## config.mk

```make
export PLATFORM = sky130hd
export DESIGN_NAME = cordic_rotation_seq_flat
export DESIGN_NICKNAME = d
export VERILOG_FILES = /design/src/rtl/cordic_rotation_seq_if.sv /design/src/rtl/cordic_rotation_seq.sv /design/src/flat_wrapper.sv
export SDC_FILE = /design/constraint.sdc
export NUM_CORES = 1
export LEC_CHECK = 0
export CAP_MARGIN = 40
export CORE_MARGIN = 4
export CORE_UTILIZATION = 37
export CTS_BUF_LIST = sky130_fd_sc_hd__clkbuf_2
export CTS_CLUSTER_DIAMETER = 150
export DETAILED_ROUTE_END_ITERATION = 10
export PLACE_DENSITY = 0.82
export SYNTH_ARGS = -nofsm -noshare
export SYNTH_HDL_FRONTEND = slang
export SYNTH_SLANG_ARGS = --single-unit
```

## constraint.sdc

```tcl
create_clock -name clk -period 2.7 [get_ports clk]
set_clock_uncertainty 0.05 [all_clocks]
set_input_delay 0.675 -clock clk [delete_from_list [all_inputs] [get_ports clk]]
set_output_delay 0.675 -clock clk [all_outputs]
set_load 0.01 [all_outputs]
```

## src/rtl/cordic_rotation_seq_if.sv

```systemverilog
// Host and engine signal bundle for the CORDIC rotation sequencer.
// slave is the sequencer side; master is the host/engine side.
interface cordic_rotation_seq_if #(
    parameter int WIDTH = 24
);
    localparam int W = WIDTH + 2;

    logic                in_valid;
    logic                in_ready;
    logic signed [W-1:0] in_theta;
    logic                out_valid;
    logic                out_ready;
    logic signed [W-1:0] out_cos;
    logic signed [W-1:0] out_sin;
    logic                out_range_err;
    logic [4:0]          eng_i;
    logic signed [W-1:0] eng_a;
    logic signed [W-1:0] eng_x;
    logic signed [W-1:0] eng_y;
    logic signed [W-1:0] eng_w;
    logic signed [W-1:0] eng_x_n;
    logic signed [W-1:0] eng_y_n;
    logic signed [W-1:0] eng_w_n;

    modport slave (
        input  in_valid, in_theta, out_ready, eng_x_n, eng_y_n, eng_w_n,
        output in_ready, out_valid, out_cos, out_sin, out_range_err,
               eng_i, eng_a, eng_x, eng_y, eng_w
    );

    modport master (
        output in_valid, in_theta, out_ready, eng_x_n, eng_y_n, eng_w_n,
        input  in_ready, out_valid, out_cos, out_sin, out_range_err,
               eng_i, eng_a, eng_x, eng_y, eng_w
    );
endinterface

```

## src/rtl/cordic_rotation_seq.sv

```systemverilog
// Iterative CORDIC rotation-mode sequencer: seeds x/y/w, walks the external
// single-stage engine through ITER micro-rotations, then holds cos/sin.
module cordic_rotation_seq #(
    parameter int WIDTH = 24,
    parameter int ITER  = 16
) (
    input  logic                 clk,
    input  logic                 reset_n,
    cordic_rotation_seq_if.slave bus
);
    localparam int W  = WIDTH + 2;
    localparam int FB = 64;

    // Truncation reproduces the reference constants exactly at WIDTH=24.
    localparam logic signed [W-1:0] K        = W'($rtoi(0.6072529350 * (2.0 ** WIDTH)));
    localparam logic signed [W-1:0] PI_2     = W'($rtoi(1.5707963268 * (2.0 ** WIDTH)));
    localparam logic signed [W-1:0] NEG_PI_2 = -PI_2;

    // atan(2^-i) via Euler's series; with x=2^-i every term ratio is an
    // integer fraction, so the whole sum stays in exact fixed point.
    function automatic logic [W-1:0] atan_fx(input int i);
        logic [127:0] den, term, sum, nn;
        den  = (128'd1 << (2 * i)) + 128'd1;
        term = (128'd1 << (FB + i)) / den;
        sum  = '0;
        for (int n = 1; n <= 120; n++) begin
            sum  = sum + term;
            nn   = 128'(n);
            term = (term * (nn + nn)) / ((nn + nn + 128'd1) * den);
        end
        sum = (sum + (128'd1 << (FB - WIDTH - 1))) >> (FB - WIDTH);
        return sum[W-1:0];
    endfunction

    logic signed [W-1:0] rom [32];

    for (genvar g = 0; g < 32; g++) begin : g_rom
        localparam logic signed [W-1:0] A = (g < ITER) ? atan_fx(g) : '0;
        assign rom[g] = A;
    end

    typedef enum logic [1:0] {IDLE, RUN, DONE} state_t;

    state_t              state, state_n;
    logic [4:0]          cnt;
    logic signed [W-1:0] x, y, w;
    logic                range_err;
    logic                load, step, last;

    assign last = (cnt == 5'(ITER - 1));

    always_ff @(posedge clk) begin
        if (!reset_n) state <= IDLE;
        else          state <= state_n;
    end

    always_comb begin
        state_n      = state;
        bus.in_ready = 1'b0;
        bus.out_valid = 1'b0;
        load         = 1'b0;
        step         = 1'b0;
        case (state)
            IDLE: begin
                bus.in_ready = 1'b1;
                if (bus.in_valid) begin
                    load    = 1'b1;
                    state_n = RUN;
                end
            end
            RUN: begin
                step = 1'b1;
                if (last) state_n = DONE;
            end
            DONE: begin
                bus.out_valid = 1'b1;
                if (bus.out_ready) state_n = IDLE;
            end
            default: state_n = IDLE;
        endcase
    end

    always_ff @(posedge clk) begin
        if (!reset_n) begin
            cnt       <= '0;
            x         <= '0;
            y         <= '0;
            w         <= '0;
            range_err <= 1'b0;
        end else if (load) begin
            cnt       <= '0;
            x         <= K;
            y         <= '0;
            w         <= bus.in_theta;
            range_err <= (bus.in_theta > PI_2) || (bus.in_theta < NEG_PI_2);
        end else if (step) begin
            x <= bus.eng_x_n;
            y <= bus.eng_y_n;
            w <= bus.eng_w_n;
            if (!last) cnt <= cnt + 5'd1;
        end
    end

    assign bus.out_cos       = x;
    assign bus.out_sin       = y;
    assign bus.out_range_err = range_err;
    assign bus.eng_i         = cnt;
    assign bus.eng_a         = rom[cnt];
    assign bus.eng_x         = x;
    assign bus.eng_y         = y;
    assign bus.eng_w         = w;
endmodule

```

## src/flat_wrapper.sv

```systemverilog
// flat-port wrapper written by rule: the top's interface ports become plain ports
module cordic_rotation_seq_flat 
#(
    parameter int WIDTH = 24,
    parameter int ITER  = 16
)
  (clk, reset_n, bus_in_valid, bus_in_theta, bus_out_ready, bus_eng_x_n, bus_eng_y_n, bus_eng_w_n, bus_in_ready, bus_out_valid, bus_out_cos, bus_out_sin, bus_out_range_err, bus_eng_i, bus_eng_a, bus_eng_x, bus_eng_y, bus_eng_w);
  cordic_rotation_seq_if #(.WIDTH(WIDTH)) bus_i ();
  input  logic clk;
  input  logic reset_n;
  input wire logic [$bits(bus_i.in_valid)-1:0] bus_in_valid;
  input wire logic [$bits(bus_i.in_theta)-1:0] bus_in_theta;
  input wire logic [$bits(bus_i.out_ready)-1:0] bus_out_ready;
  input wire logic [$bits(bus_i.eng_x_n)-1:0] bus_eng_x_n;
  input wire logic [$bits(bus_i.eng_y_n)-1:0] bus_eng_y_n;
  input wire logic [$bits(bus_i.eng_w_n)-1:0] bus_eng_w_n;
  output wire logic [$bits(bus_i.in_ready)-1:0] bus_in_ready;
  output wire logic [$bits(bus_i.out_valid)-1:0] bus_out_valid;
  output wire logic [$bits(bus_i.out_cos)-1:0] bus_out_cos;
  output wire logic [$bits(bus_i.out_sin)-1:0] bus_out_sin;
  output wire logic [$bits(bus_i.out_range_err)-1:0] bus_out_range_err;
  output wire logic [$bits(bus_i.eng_i)-1:0] bus_eng_i;
  output wire logic [$bits(bus_i.eng_a)-1:0] bus_eng_a;
  output wire logic [$bits(bus_i.eng_x)-1:0] bus_eng_x;
  output wire logic [$bits(bus_i.eng_y)-1:0] bus_eng_y;
  output wire logic [$bits(bus_i.eng_w)-1:0] bus_eng_w;
  assign bus_i.in_valid = bus_in_valid;
  assign bus_i.in_theta = bus_in_theta;
  assign bus_i.out_ready = bus_out_ready;
  assign bus_i.eng_x_n = bus_eng_x_n;
  assign bus_i.eng_y_n = bus_eng_y_n;
  assign bus_i.eng_w_n = bus_eng_w_n;
  assign bus_in_ready = bus_i.in_ready;
  assign bus_out_valid = bus_i.out_valid;
  assign bus_out_cos = bus_i.out_cos;
  assign bus_out_sin = bus_i.out_sin;
  assign bus_out_range_err = bus_i.out_range_err;
  assign bus_eng_i = bus_i.eng_i;
  assign bus_eng_a = bus_i.eng_a;
  assign bus_eng_x = bus_i.eng_x;
  assign bus_eng_y = bus_i.eng_y;
  assign bus_eng_w = bus_i.eng_w;
  cordic_rotation_seq #(.WIDTH(WIDTH), .ITER(ITER)) u_core (.clk(clk), .reset_n(reset_n), .bus(bus_i));
endmodule
```

**Word level (Yosys, flattened, before mapping)**

Memories as Yosys holds them, arrays and structs flattened.
Cells that the tools add are included.

- Output and inout port bits: 164
- Memories kept: 1
- Memory bits (read-only): 832
- Bits of input ports: 108
- Bits in registers: 86

- Bitwise operators: 3
- Add/subtract/negate cells: 1
- $lt $le $gt $ge: 3
- Muxes and demuxes: 15
- Reductions and logical operators: 6
- Equality and inequality tests: 6

Memory list:

| memory | words | bits a word | read ports | clocked after memory_dff | wr ports | line | text |
|---|---|---|---|---|---|---|---|
| (no name shown) | 32 | 26 | 1 | 0 | 0 | cordic_rotation_seq.sv:108 | `assign bus.eng_a = rom[cnt];` |

Operator list:

| cell | number |
|---|---|
| $mux 26 | 4 |
| $mux 24 | 2 |
| $gt 26x26->1 const B | 1 |
| $lt 26x26->1 const B | 1 |
| $ge 6x6->1 const B | 1 |
| $mux 2 | 3 |
| $not 5->6 | 1 |
| $pmux 2 s3 | 1 |
| $add 5x1->5 const B | 1 |
| $eq 5x4->1 const B | 1 |
| $mux 1 | 5 |
| $ne 2x2->1 const B | 2 |
| $reduce_and 3->1 | 1 |
| $eq 2x1->1 const B | 1 |
| $eq 2x2->1 const B | 1 |
| $logic_not 2->1 | 1 |
| $ne 2x1->1 const B | 1 |
| $not 1->1 | 2 |
| $reduce_and 2->1 | 1 |
| $reduce_bool 2->1 | 1 |
| $reduce_or 2->1 | 1 |
| $logic_or 1x1->1 | 1 |

**Depth between registers and ports, before layout**

- Depth in word-level cells: 4
- Mapped depth: 9
- Mapped depth without buffers: 8

**Worst setup path before layout**

No wires, ideal clock.

- Kind: reg-to-output
- Start: reg u_core.cnt[0] (netlist: u_core.bus.eng_i[0])
- End: out bus_eng_a[17]
- Data arrival time: 1.678 ns
- Data required time: 1.975 ns
- Cell stages (with the launch flop): 7
- Slack: 0.297 ns
- Buffers on the path: 1
- Cells stage by stage: dfxtp_1 -> inv_1 -> ha_1 -> clkbuf_1 -> nor2b_1 -> or3_1 -> a21oi_1

- Longest elaborated chain between the ends: 4

Ends and longest elaborated chain:

| item | line | text |
|---|---|---|
| start, declared | cordic_rotation_seq.sv:45 | `logic [4:0] cnt;` |
| start signal, assigned | cordic_rotation_seq.sv:100 | `if (!last) cnt <= cnt + 5'd1;` |
| $not 5->6 (not written as such) | cordic_rotation_seq.sv:108 |  |
| $mem_v2 32x26 | n/a |  |
| $mux 26 (not written as such) (2 in series) | cordic_rotation_seq.sv:108 |  |
| end, declared | flat_wrapper.sv:23 | `output wire logic [$bits(bus_i.eng_a)-1:0] bus_eng_a;` |

No other way between the ends. The select of a mux whose other input is x is not followed.

**Final worst setup path**

- Start: reg u_core.cnt[1] (netlist: u_core.bus.eng_i[1])
- End: out bus_eng_a[18]

Same word-level chain as after synthesis.

==> run metrics <==
TritonCTS Sinks 86; Comb power frac 0.308; GP Congestion 0.8705; Post-synth top flop dfxtp_1; r2r endpoint u_core.bus.eng_i[3]$_SDFFE_PP0N_; Final Hold Viols 0; Final nets 872; register bit total from synthesis 86; Yosys warnings 0; Clock transition at path regs 0.24 ns; routed via count 4632; CP max FO 4; met3 Use GR 0.06578; Iteration-0 DRC Markers 298; DRC 0; Final Core Density 0.6255; number of global-route vias before repair 4576; CP endpoint kind primary output; Distinct cells, synth 37; Most Crowded Layer GR met2; reg2reg setup slack 0.63 ns; DIE AREA 0.01298 sq mm; CP max stage cell dfxtp_4; Die Y 113.9 um; sequential power share 0.470; hold path start u_core.bus.eng_w[6]$_SDFFE_PN0P_; filler cell count 935; clock network fraction of total power 0.222; Pwr Density 441.0 mW/mm^2; Yosys top cell by area dfxtp_1; Max-slew headroom 0.5465; Pre-antenna DRT Iters 5; Leak Pwr 2.540 nW; layout cells sized above 1 0.09631; Total GRT Usage 0.2144; status complete, no violations; GR Util met1 0.2251; CTS tree yes; GRT met2 Usage 0.3954; WL final 14760 um; unrepaired setup endpoints after global routing yes; Max Clock Freq 0.3882 GHz; WS Path Type flip-flop to primary output; Final setup violation count 0; crit path cell chain inv_2 -> ha_4 -> nor2b_4 -> or3_4 -> a21oi_2 -> buf_2; WHS Path Cells 2; Pins Over Slew Limit 0; CP Data Required Time 1.98 ns; initial antenna violation count 0; maxcap violations 0; IO buf count 269; Inserted Diodes 0; Antenna Nets Post-Route 0; Row Count 38; Sw Pwr 0.0009336 W; Placed Area 0.006639 sq mm; number of flops mapped to enable cells by yosys 0; register area share after synthesis 0.4147; most common cell after layout, fill and taps aside clkdlybuf4s50_1; CTS root buffer clkbuf_2; Post-DP HPWL 11420 um; Max VDD drop 0.2022 mV; minimum clock period after layout 2.576 ns; clock buffer depth 2; Num CTS Buffers 9; setup TNS 0 ns; hold crit path type flip-flop to flip-flop; Post-Syn Area 0.004151 sq mm; top post-synthesis cells by area dfxtp_1 (41%), nand2_1 (13%), buf_4 (9.9%), a21oi_1 (8.7%), a22oi_1 (4.9%); Die Width 113.9 um; CTS Hold Buffers Added 0; largest net degree at the start of global routing 54; Async SR Flop Fraction 0; worst r2r src u_core.bus.eng_i[1]$_SDFFE_PP0N_; Design Area, Final 0.006810 sq mm; most frequent cells in the layout clkdlybuf4s50_1 (245), nand2_1 (139), dfxtp_1 (82); Tcrit/Tclk final 0.9541; cells after synthesis 544; area grow syn2layout 64.04%; R2R depth 9; CP max stage delay 0.42 ns; crit path DAT 1.85 ns; io pins 272; Int Power 0.002070 W; Endpoint, Worst Hold u_core.bus.eng_w[6]$_SDFFE_PN0P_; vias per cell 5.158; top-area cell type share of the netlist area 0.4147; drt wl/cell 16.43 um; H-tree depth 3; switching share of power 0.3108; initial core utilization 0.3813; syn avg cell area 7.631 sq um; clk_lat worst skew 0.50 ns; Worst Max-Slew Pin Slew 0.6788 ns; Core Region 0.01089 sq mm; startpoint types flip-flop; Remaining Overflow, GRT 0; hold_ws 0.4219 ns; first-pass GRT wire length 22530 um
[power groups by stage]
| stage | combinational [W] | sequential, W | clock, W |
|---|---|---|---|
| 3_3_place_gp | 0.000928 | 0.00143 | 0 |
| 3_5_place_dp | 0.000943 | 0.00144 | 0 |
| 5_1_grt | 0.000993 | 0.00142 | 0.000756 |
| 6_report | 0.000925 | 0.00141 | 0.000667 |
| 2_1_floorplan | 0.000372 | 0.00147 | 0 |
| 4_1_cts | 0.000926 | 0.00141 | 0.000703 |
[cell type report]
type,instances,area [sq um],share of cell area
clock inverter,6,70.07,0.01029
tap,140,175.2,0.02572
clock buffer,9,45.04,0.006614
timing repair buffer,289,2800,0.4112
inverter,10,37.54,0.005512
sequential,86,1734,0.2546
multi-input combinational,358,1948,0.2861
[what timing repair did]
item,in CTS,in global routing
buffers inserted,2,0
endpoints found under the setup margin,24,19
hold endpoints to repair,0,0
pin swaps,3,2
resized for setup,60,31
[cell usage after synthesis (3+ instances only)]
cell / n
nand2_1: 139
ha_1: 10
nor3_1: 9
dfxtp_1: 86
nor2_1: 30
buf_4: 55
o21ai_0: 4
buf_2: 5
a21oi_1: 72
a21boi_0: 6
nor2b_1: 5
a211oi_1: 6
a22oi_1: 27
inv_1: 9
buf_1: 4
nand4_1: 3
and3_1: 6
a31oi_1: 18
clkbuf_1: 27
[kinds of logic after synthesis]
kind of cell    Yosys count  share of synthesized area
xor+xnor                  2                   0.004220
flops                    86                     0.4147
buf+inv                 101                     0.1426
simple gates            204                     0.2046
fa+ha+maj                10                    0.03014
other cells               1                  0.0009033
compound gates          140                     0.2028
[how the worst max path moves through the flow]
stage                     cells after the start       endpoint                              from
after floorplan                               6  bus_eng_a[17]  u_core.bus.eng_i[0]$_SDFFE_PP0N_
after global placement                        6  bus_eng_a[17]  u_core.bus.eng_i[1]$_SDFFE_PP0N_
after detailed placement                      6  bus_eng_a[17]  u_core.bus.eng_i[1]$_SDFFE_PP0N_
after CTS                                     6   bus_eng_a[5]  u_core.bus.eng_i[1]$_SDFFE_PP0N_
after global routing                          6  bus_eng_a[18]  u_core.bus.eng_i[1]$_SDFFE_PP0N_
final                                         6  bus_eng_a[18]  u_core.bus.eng_i[1]$_SDFFE_PP0N_
[through the flow]
step	power, W	std cells	worst slack [ns]
3_3_place_gp	0.002360	881	0.1525
2_1_floorplan	0.001838	545	0.2972
4_1_cts	0.003041	898	0.0002318
3_5_place_dp	0.002380	881	0.09605
5_1_grt	0.003173	898	-0.04537
6_report	0.003004	898	0.1240
[critical path, delay by kind of cell, from the launching register on]
kind / cells / cell delay, ns
AND/OR/NAND/NOR: 2 / 0.47
flip-flops: 1 / 0.42
AO/OA/AOI/OAI: 1 / 0.12
buffers and inverters: 2 / 0.20
adder cells (fa/ha/maj): 1 / 0.15
[state kept, by name, summed over array words and instances, names as in the netlist]
signal and flops:
u_core.bus.eng_i 5, u_core.bus.out_range_err 1, u_core.bus.eng_x 26, u_core.state 2, u_core.bus.eng_w 26, u_core.bus.eng_y 26
[metal layers]
metal	up-vias	share of wire
li1	2206	-
met3	34	0.094
met1	2153	0.36
met2	239	0.52
met5	-	0
met4	0	0.027
No activity file was read; power rests on OpenSTA's default activity.
